$ cat src/rtl/seg_scan_driver_if.sv
// Digit/segment bundle between the time-counter side and the 7-segment scanner.
// The master drives the six BCD digits; the slave (scanner) drives seg/dp/an.
interface seg_scan_driver_if;
    logic [3:0] S0;
    logic [3:0] S1;
    logic [3:0] M0;
    logic [3:0] M1;
    logic [3:0] H0;
    logic [3:0] H1;
    logic [6:0] seg;
    logic       dp;
    logic [5:0] an;

    modport master (
        output S0, S1, M0, M1, H0, H1,
        input  seg, dp, an
    );

    modport slave (
        input  S0, S1, M0, M1, H0, H1,
        output seg, dp, an
    );
endinterface

$ cat src/rtl/seg_scan_driver.sv
// Multiplexed 6-digit 7-segment scanner with frame-coherent digit snapshot.
// Optional build macro SEG_SCAN_COLON_BLINK_EN: separator dots blink with seconds units.
module seg_scan_driver #(
    parameter int SCAN_DIV       = 50,
    parameter int BLANK_CYCLES   = 2,
    parameter bit SEG_ACTIVE_LOW = 1'b1
) (
    input  logic               CLOCK,
    input  logic               rst,
    seg_scan_driver_if.slave   bus
);

    localparam int PRE_W = $clog2(SCAN_DIV);
    localparam logic [13:0] UNLIT_PINS = SEG_ACTIVE_LOW ? 14'h3FFF : 14'h0000;

    logic [PRE_W-1:0] pre_p0;
    logic [2:0]       idx_p0;
    logic [5:0][3:0]  shadow_p0;
    logic             init;

    logic             tick;
    logic             blank;
    logic             sep_en;
    logic [3:0]       cur_digit;
    logic [5:0]       an_lit;
    logic [6:0]       seg_lit;
    logic             dp_lit;

    logic [6:0]       seg_p1;
    logic             dp_p1;
    logic [5:0]       an_p1;

    function automatic logic [6:0] seg_decode(input logic [3:0] d);
        logic [6:0] s;
        case (d)
            4'd0:    s = 7'h3F;
            4'd1:    s = 7'h06;
            4'd2:    s = 7'h5B;
            4'd3:    s = 7'h4F;
            4'd4:    s = 7'h66;
            4'd5:    s = 7'h6D;
            4'd6:    s = 7'h7D;
            4'd7:    s = 7'h07;
            4'd8:    s = 7'h7F;
            4'd9:    s = 7'h6F;
            default: s = 7'h40;
        endcase
        return s;
    endfunction

    // Maps logical "lit" to pin level for {an, seg, dp}.
    function automatic logic [13:0] to_pins(input logic [13:0] lit);
        return SEG_ACTIVE_LOW ? ~lit : lit;
    endfunction

    assign tick  = (pre_p0 == PRE_W'(SCAN_DIV - 1));
    assign blank = (int'(pre_p0) < BLANK_CYCLES);

    // Stage p0: prescaler, slot index and digit shadow
    always_ff @(posedge CLOCK or negedge rst) begin
        if (!rst) begin
            pre_p0    <= '0;
            idx_p0    <= '0;
            shadow_p0 <= '0;
            init      <= 1'b1;
        end else begin
            pre_p0 <= tick ? '0 : pre_p0 + PRE_W'(1);
            if (tick) begin
                idx_p0 <= (idx_p0 == 3'd5) ? 3'd0 : idx_p0 + 3'd1;
            end
            if (init || (tick && idx_p0 == 3'd5)) begin
                shadow_p0 <= {bus.H1, bus.H0, bus.M1, bus.M0, bus.S1, bus.S0};
            end
            init <= 1'b0;
        end
    end

    always_comb begin
        cur_digit = 4'd0;
        case (idx_p0)
            3'd0:    cur_digit = shadow_p0[0];
            3'd1:    cur_digit = shadow_p0[1];
            3'd2:    cur_digit = shadow_p0[2];
            3'd3:    cur_digit = shadow_p0[3];
            3'd4:    cur_digit = shadow_p0[4];
            3'd5:    cur_digit = shadow_p0[5];
            default: cur_digit = 4'd0;
        endcase
    end

`ifdef SEG_SCAN_COLON_BLINK_EN
    assign sep_en = ~shadow_p0[0][0];
`else
    assign sep_en = 1'b1;
`endif

    always_comb begin
        an_lit  = '0;
        seg_lit = '0;
        dp_lit  = 1'b0;
        if (!blank) begin
            an_lit = 6'b000001 << idx_p0;
            // H1 blanks its segments on zero but keeps its enable for even duty
            if (!(idx_p0 == 3'd5 && cur_digit == 4'd0)) begin
                seg_lit = seg_decode(cur_digit);
            end
            dp_lit = sep_en && (idx_p0 == 3'd2 || idx_p0 == 3'd4);
        end
    end

    // Stage p1: registered pin outputs, one cycle behind pre/idx
    always_ff @(posedge CLOCK or negedge rst) begin
        if (!rst) begin
            {an_p1, seg_p1, dp_p1} <= UNLIT_PINS;
        end else begin
            {an_p1, seg_p1, dp_p1} <= to_pins({an_lit, seg_lit, dp_lit});
        end
    end

    assign bus.seg = seg_p1;
    assign bus.dp  = dp_p1;
    assign bus.an  = an_p1;

endmodule
$ cat src/flat_wrapper.sv
// flat-port wrapper written by rule: the top's interface ports become plain ports
module seg_scan_driver_flat 
#(
    parameter int SCAN_DIV       = 50,
    parameter int BLANK_CYCLES   = 2,
    parameter bit SEG_ACTIVE_LOW = 1'b1
)
  (CLOCK, rst, bus_S0, bus_S1, bus_M0, bus_M1, bus_H0, bus_H1, bus_seg, bus_dp, bus_an);
  seg_scan_driver_if bus_i ();
  input  logic CLOCK;
  input  logic rst;
  input wire logic [$bits(bus_i.S0)-1:0] bus_S0;
  input wire logic [$bits(bus_i.S1)-1:0] bus_S1;
  input wire logic [$bits(bus_i.M0)-1:0] bus_M0;
  input wire logic [$bits(bus_i.M1)-1:0] bus_M1;
  input wire logic [$bits(bus_i.H0)-1:0] bus_H0;
  input wire logic [$bits(bus_i.H1)-1:0] bus_H1;
  output wire logic [$bits(bus_i.seg)-1:0] bus_seg;
  output wire logic [$bits(bus_i.dp)-1:0] bus_dp;
  output wire logic [$bits(bus_i.an)-1:0] bus_an;
  assign bus_i.S0 = bus_S0;
  assign bus_i.S1 = bus_S1;
  assign bus_i.M0 = bus_M0;
  assign bus_i.M1 = bus_M1;
  assign bus_i.H0 = bus_H0;
  assign bus_i.H1 = bus_H1;
  assign bus_seg = bus_i.seg;
  assign bus_dp = bus_i.dp;
  assign bus_an = bus_i.an;
  seg_scan_driver #(.SCAN_DIV(SCAN_DIV), .BLANK_CYCLES(BLANK_CYCLES), .SEG_ACTIVE_LOW(SEG_ACTIVE_LOW)) u_core (.CLOCK(CLOCK), .rst(rst), .bus(bus_i));
endmodule
$ cat config.mk
export PLATFORM = sky130hd
export DESIGN_NAME = seg_scan_driver_flat
export DESIGN_NICKNAME = d
export VERILOG_FILES = /design/src/rtl/seg_scan_driver_if.sv /design/src/rtl/seg_scan_driver.sv /design/src/flat_wrapper.sv
export SDC_FILE = /design/constraint.sdc
export NUM_CORES = 1
export LEC_CHECK = 0
export BUFFER_PORTS_ARGS = -buffer_cell sky130_fd_sc_hd__buf_2
export CORE_MARGIN = 5
export CORE_UTILIZATION = 59
export CTS_CLUSTER_SIZE = 12
export DETAILED_ROUTE_END_ITERATION = 7
export PLACE_DENSITY = 0.84
export SETUP_SLACK_MARGIN = 0.5
export SYNTH_ARGS = -nofsm -noshare
export SYNTH_HDL_FRONTEND = slang
export SYNTH_SLANG_ARGS = --single-unit
export TNS_END_PERCENT = 100
$ cat constraint.sdc
create_clock -name CLOCK -period 4.75 [get_ports CLOCK]
set_input_delay 0.475 -clock CLOCK [delete_from_list [all_inputs] [get_ports CLOCK]]
set_output_delay 0.475 -clock CLOCK [all_outputs]
set_load 0.1 [all_outputs]
==> results.sh, run 1 <==
export IMPL_drv_cap=0
export IMPL_crit_type="reg -> reg"
export IMPL_synth_cell_types=48
export IMPL_area_delta_synth_final_pct=13.30
export IMPL_drt_pass1_iter_count=4
export IMPL_syn_inst=179
export IMPL_grt_pass1_wl_um=6879
export IMPL_synth_avg_cell_area_um2=12.51
export IMPL_fin_worst_skew_ns=0.01026
export IMPL_synth_top_area_share=0.3687
export IMPL_die_area_um2=5128
export IMPL_drtIter0Drc=105
export IMPL_synth_ff_latch_count=48
export IMPL_rsz0062_at_grt="no"
export IMPL_finalNetCount=252
export IMPL_tightest_slew_ns=1.005
export IMPL_post_cts_buffers=0
export IMPL_end_kind="register"
export IMPL_finalWorstPathRequiredPeriod_ns=2.703
export IMPL_synth_seq_area_share=0.5447
export IMPL_remaining_drc_errors=0
export IMPL_syn_num_nets=213
export IMPL_crit_required_ns=4.96
export IMPL_hold_buffers=0
export IMPL_status="complete, no violations"
export IMPL_rrSetupSlack_ns=2.05
export IMPL_fp_row_count=22
export IMPL_clk_pin_slew_ns=0.09
export IMPL_die_h_um=71.61
export IMPL_core_area_um2=3661
export IMPL_detail_route_wl_per_cell_um=14.93
export IMPL_cts_buffers=5
export IMPL_power_uw=864.0
export IMPL_antenna_found_initial=0
export IMPL_instances_no_fill=267
export IMPL_cts_sinks=48
export IMPL_cp_max_fo=17
export IMPL_yosysMostFrequentCell="dfrtp_1"
export IMPL_cts_tree="built"
export IMPL_cp_arrival_ns=2.92
export IMPL_dp_cells=259
export IMPL_slew_violations=0
export IMPL_tns_ns=0
export IMPL_diodes=0
export IMPL_die_x_um=71.61
export IMPL_cts_resized=0
export IMPL_hold_violations=0
export IMPL_io_pins=40
export IMPL_dp_hpwl_um=2933
export IMPL_via_per_inst=5.517
export IMPL_drt_total_wl_um=3985
export IMPL_vias=1473
export IMPL_power_density_nw_per_um2=340.5
export IMPL_grt_max_degree=49
export IMPL_root_buffer="clkbuf_8"
export IMPL_grt_pass1_vias=1477
export IMPL_ant_nets=0
export IMPL_leakage_uw=0.001087
export IMPL_synth_warnings=0
export IMPL_fmax_mhz=370.0
export IMPL_synth_area_leader_cell="dfrtp_1"
export IMPL_cts_buffer_depth=2
export IMPL_synth_edf_count=0
export IMPL_drive_above_1_share=0.3516
export IMPL_synthFlopType="dfrtp_1"
export IMPL_synth_area_leaders="dfrtp_1 (37%), dfstp_2 (18%), mux2_1 (12%)"
export IMPL_period_share=0.5690
export IMPL_syn_area_um2=2240
export IMPL_port_buffers=39
export IMPL_start_util=0.6118
export IMPL_final_setup_viol_count=0
export IMPL_overflow=0
export IMPL_startpoint_type="register"
export IMPL_slew_headroom=0.3299
export IMPL_grt_usage=0.1719
export IMPL_synthArstFlopShare=1.000
export IMPL_clk_insertion_delay_late_ns=0.30
export IMPL_gp_congestion=0.8970
export IMPL_htreeDepth=2
export IMPL_ir_drop_mv=0.2080
export IMPL_min_path_type="in -> async"
export IMPL_netlist_top_cells_count="dfrtp_1 (33), mux2_1 (23), dfstp_2 (15)"
-- cell families after synthesis --
kind of cell,synth area share
simple gates,0.1330
flops,0.5447
mux,0.1559
compound gates,0.07375
buf+inv,0.03072
fa+ha+maj,0.04469
xor+xnor,0.01565
other cells,0.001674
-- registers in the layout, summed over array words and instances (netlist names) --
| signal | flops |
|---|---|
| u_core.bus.an | 6 |
| u_core.bus.dp | 1 |
| u_core.bus.seg | 7 |
| u_core.idx_p0 | 3 |
| u_core.init | 1 |
| u_core.pre_p0 | 6 |
| u_core.shadow_p0 | 24 |
-- cell usage in the layout, fill, tap and decap left out, types with 2 or more instances in the layout --
master and count:
mux2_1 23, nor3_1 7, o21ai_0 2, buf_2 39
o21ai_1 4, nand3_1 8, a22o_1 2, dfstp_2 15
nor2_1 8, xnor2_1 2, xor2_1 2, mux2_2 4
dfrtp_1 33, clkbuf_8 5, nand2_1 6, o31ai_1 5
ha_1 8, and2_1 3, o21a_1 2, a21oi_1 4
nand3b_1 3, mux2i_1 3, inv_1 3
-- routing by layer --
layer | part of all wire | track usage
met5 | 0 | 0
met4 | 0.016 | 0.06263
met3 | 0.068 | 0.05470
met2 | 0.47 | 0.2735
met1 | 0.45 | 0.2204
-- critical path: stages, from the launching register on --
cell	delay (ns)
dfrtp_1	0.64
mux2_1	0.39
a221oi_1	0.67
inv_1	0.15
ha_1	0.25
or2_2	0.29
a21oi_1	0.14
o21ai_1	0.07
-- report_power, final --
| group | internal (µW) | switching, µW | total (µW) |
|---|---|---|---|
| Combinational | 46.1 | 120 | 166 |
| Clock | 103 | 133 | 236 |
| Sequential | 447 | 14.5 | 461 |
-- area by class of cell --
type / instances / area [µm²]
clock buffers: 6 / 72.57
clock inverters: 2 / 12.51
fillers: 281 / 1124
inverters: 4 / 15.01
multi-input cells: 119 / 954.7
flip-flops and latches: 48 / 1220
well taps: 48 / 60.06
repair buffers: 40 / 202.7
-- path summary, 6_finish.rpt --
check                                     start  cells after the start              endpoint
min reg2reg                u_core.shadow_p0[17]                      1  u_core.shadow_p0[17]
max in group asynchronous                   rst                      1  u_core.shadow_p0[12]
max reg2reg                    u_core.idx_p0[1]                      7     u_core.bus.seg[2]
min                                         rst                      1      u_core.pre_p0[3]
max                            u_core.idx_p0[1]                      7     u_core.bus.seg[2]
min in group CLOCK                    bus_M0[0]                      2   u_core.shadow_p0[8]
-- stage by stage --
stage	utilization	hold WS [ns]	instance area, µm²	setup slack, ns
detailed placement	0.6699	0.4812	2452	2.079
global route	0.6931	0.3668	2537	1.741
CTS	0.6931	0.3707	2537	2.053
global placement	0.6699	0.4698	2452	2.162
floorplan	-	0.1794	2240	2.280
finish	0.6931	0.3332	2537	2.047
(Power assumes the default switching activity.)
==> run 2, diff against run 1 <==
Settings changed: ABC_AREA from default to 1, CORE_UTILIZATION 59 to 56, PLACE_DENSITY 0.84 to 0.79.
Clock period 4.75 ns to 2.7 ns, I/O delays scaled along.
==> results.sh, run 2 <==
export IMPL_synth_avg_cell_area_um2=9.365
export IMPL_stdcell_area_um2=2761
export IMPL_period_share=0.7631
export IMPL_drive_above_1_share=0.3518
export IMPL_remaining_drc_errors=0
export IMPL_dp_hpwl_um=3237
export IMPL_ir_drop_mv=0.2790
export IMPL_start_util=0.5670
export IMPL_fp_row_count=24
export IMPL_syn_inst=260
export IMPL_synthArstFlopShare=1.000
export IMPL_synth_ff_latch_count=48
export IMPL_vias=1822
export IMPL_synthSimpleGateAreaFrac=0.2369
export IMPL_critPathCapture="u_core.bus.seg[1]"
export IMPL_whs_ns=0.1330
export IMPL_hold_violations=0
export IMPL_grt_max_degree=49
export IMPL_ant_nets=0
export IMPL_crit_slowest_cell="dfrtp_2"
export IMPL_layout_commonest_cell="nand2_1"
export IMPL_synthXorXnorAreaFrac=0.01079
export IMPL_diodes=0
export IMPL_cts_tree="built"
export IMPL_gp_congestion=0.9120
export IMPL_rsz0062_at_grt="no"
export IMPL_final_setup_viol_count=0
export IMPL_slew_violations=0
export IMPL_crit_type="reg -> reg"
export IMPL_antenna_found_initial=0
export IMPL_detail_route_wl_per_cell_um=12.64
export IMPL_crit_family="simple AND/OR/NAND/NOR gates"
export IMPL_synth_cell_types=35
export IMPL_crit_chain="nor2_4 -> inv_1 -> nor2_2 -> nand2_1 -> nand2_1 -> nor3b_1 -> nand3_1 -> inv_1 -> ha_1 -> nand3_2 -> nor2_1 -> nor2_2 -> nand3_1"
export IMPL_cts_buffers=5
export IMPL_core_area_um2=4294
export IMPL_port_buffers=39
export IMPL_finalNetCount=340
export IMPL_drt_pass1_iter_count=4
export IMPL_fmax_mhz=485.4
export IMPL_netlist_top_cells_count="nand2_1 (62), inv_1 (40), dfrtp_1 (33)"
export IMPL_final_util=0.6431
export IMPL_tns_ns=0
export IMPL_rr_worst_depth=13
export IMPL_syn_area_um2=2435
export IMPL_slowest_delay_ns=0.49
export IMPL_leakage_uw=0.001413
export IMPL_synth_top_family_by_area="simple AND/OR/NAND/NOR gates"
export IMPL_synthMuxAreaShare=0
export IMPL_synth_top_area_share=0.3392
export IMPL_synth_fa_ha_area_frac=0.04111
export IMPL_hold_buffers=0
export IMPL_clk_pin_slew_ns=0.08
export IMPL_startpoint_type="register"
export IMPL_area_delta_synth_final_pct=13.41
export IMPL_status="complete, no violations"
export IMPL_synthFlopType="dfrtp_1"
export IMPL_crit_start="u_core.idx_p0[0]"
export IMPL_largest_reg_flops=24
export IMPL_min_path_type="in -> async"
export IMPL_die_x_um=75.94
export IMPL_clk_insertion_delay_late_ns=0.30
export IMPL_overflow=0
export IMPL_tightest_slew_ns=1.000
export IMPL_cp_max_fo=7
export IMPL_synth_edf_count=0
export IMPL_cts_buffer_depth=2
export IMPL_drtIter0Drc=106
export IMPL_placed_area_um2=2590
export IMPL_nFillCells=361
export IMPL_die_h_um=75.94
export IMPL_root_buffer="clkbuf_8"
export IMPL_layout_common_cells="nand2_1 (62), inv_1 (40), buf_2 (39), dfrtp_1 (30), nand3_1 (19)"
export IMPL_io_pins=40
export IMPL_cts_sinks=48
export IMPL_synth_seq_area_share=0.5010
export IMPL_power_density_nw_per_um2=552.7
export IMPL_finalWorstPathRequiredPeriod_ns=2.060
export IMPL_drt_total_wl_um=4536
export IMPL_cp_arrival_ns=2.27
export IMPL_slew_headroom=0.3333
export IMPL_met2_usage=0.2483
export IMPL_fin_worst_skew_ns=0.008645
export IMPL_top_usage_layer="met2"
export IMPL_syn_num_nets=294
export IMPL_timing_rr_end="u_core.bus.seg[1]"
export IMPL_end_kind="register"
export IMPL_use_met3=0.05095
export IMPL_htreeDepth=2
export IMPL_crit_buf_inv=2
export IMPL_via_per_inst=5.075
export IMPL_synth_warnings=0
export IMPL_synth_area_leaders="dfrtp_1 (34%), dfstp_2 (16%), nand2_1 (9.6%)"
export IMPL_yosysMostFrequentCell="nand2_1"
export IMPL_rrSetupSlack_ns=0.64
export IMPL_crit_required_ns=2.91
export IMPL_top_register="u_core.shadow_p0"
export IMPL_grt_pass1_wl_um=7679
export IMPL_grt_use_met1=0.2145
export IMPL_die_area_um2=5767
export IMPL_cp_depth=13
export IMPL_synth_compound_area_share=0.09661
export IMPL_drv_cap=0
export IMPL_grt_pass1_vias=1691
export IMPL_synth_area_leader_cell="dfrtp_1"
export IMPL_grt_usage=0.1611
export IMPL_r2r_start="u_core.idx_p0[0]"
==> run 2: cell count changes in the layout (fill, tap and decap cells not counted), moves of 4 or more <==
cell     previous run  this run
nand2_1             6        62
nand3_1             8        19
buf_4               1         8
nand4_1             0         6
mux2_1             23         0
mux2_2              4         0
o21ai_2             0        16
nor3_1              7         2
o21ai_0             2        11
inv_1               3        40
o31ai_1             5         1
==> run 2: worst min path at each step <==
stage,endpoint
2_1_floorplan,u_core.idx_p0[0]
4_1_cts,u_core.shadow_p0[17]
3_3_place_gp,u_core.shadow_p0[13]
3_5_place_dp,u_core.shadow_p0[12]
5_1_grt,u_core.shadow_p0[12]
6_report,u_core.pre_p0[2]
==> run 2: kinds of logic after synthesis <==
group / Yosys count
fa+ha+maj: 8
buf+inv: 52
compound gates: 32
flops: 48
other cells: 1
simple gates: 116
xor+xnor: 3
==> run 2: metal layers <==
layer,part of all wire,vias up
li1,-,908
met1,0.43,836
met2,0.48,68
met3,0.070,10
met4,0.020,0
met5,0,-
==> run 2: worst register-to-register path, cell delays in order (launching register included) <==
cell	delay (ns)
dfrtp_2	0.49
nor2_4	0.17
inv_1	0.09
nor2_2	0.15
nand2_1	0.07
nand2_1	0.07
nor3b_1	0.05
nand3_1	0.13
inv_1	0.09
ha_1	0.19
nand3_2	0.09
nor2_1	0.06
nor2_2	0.22
nand3_1	0.11
==> run 2: report_power, final <==
part	switching (µW)	internal, µW	total, µW
logic	219	68.7	288
clock network	227	208	435
registers	23.5	780	803
total	470	1060	1530
==> run 2: what timing repair did <==
| item | 4_1_cts | 5_1_grt |
|---|---|---|
| resized for setup | 3 | 4 |
| setup buffers | 0 | 8 |
| pin swaps | 0 | 4 |
| gates cloned | 0 | 0 |
| endpoints found under the setup margin | 7 | 7 |
==> run 2: layout make-up <==
| type | count | area (µm²) | share of cell area |
|---|---|---|---|
| timing repair buffer | 47 | 255.2 | 0.09243 |
| clock buffer | 7 | 86.33 | 0.03126 |
| tap | 52 | 65.06 | 0.02356 |
| inverter | 44 | 170.2 | 0.06162 |
| multi-input combinational | 160 | 953.4 | 0.3453 |
| sequential | 48 | 1224 | 0.4431 |
| clock inverter | 1 | 7.507 | 0.002719 |
==> run 2: through the flow <==
| stage | setup slack, ns | power, µW | instances |
|---|---|---|---|
| final | 0.6398 | 1526 | 359 |
| after global routing | 0.4771 | 1601 | 359 |
| after CTS | 0.5119 | 1544 | 351 |
| after detailed placement | 0.3818 | 1107 | 343 |
| after global placement | 0.5158 | 1102 | 343 |
| after floorplan | 0.7973 | 1050 | 260 |
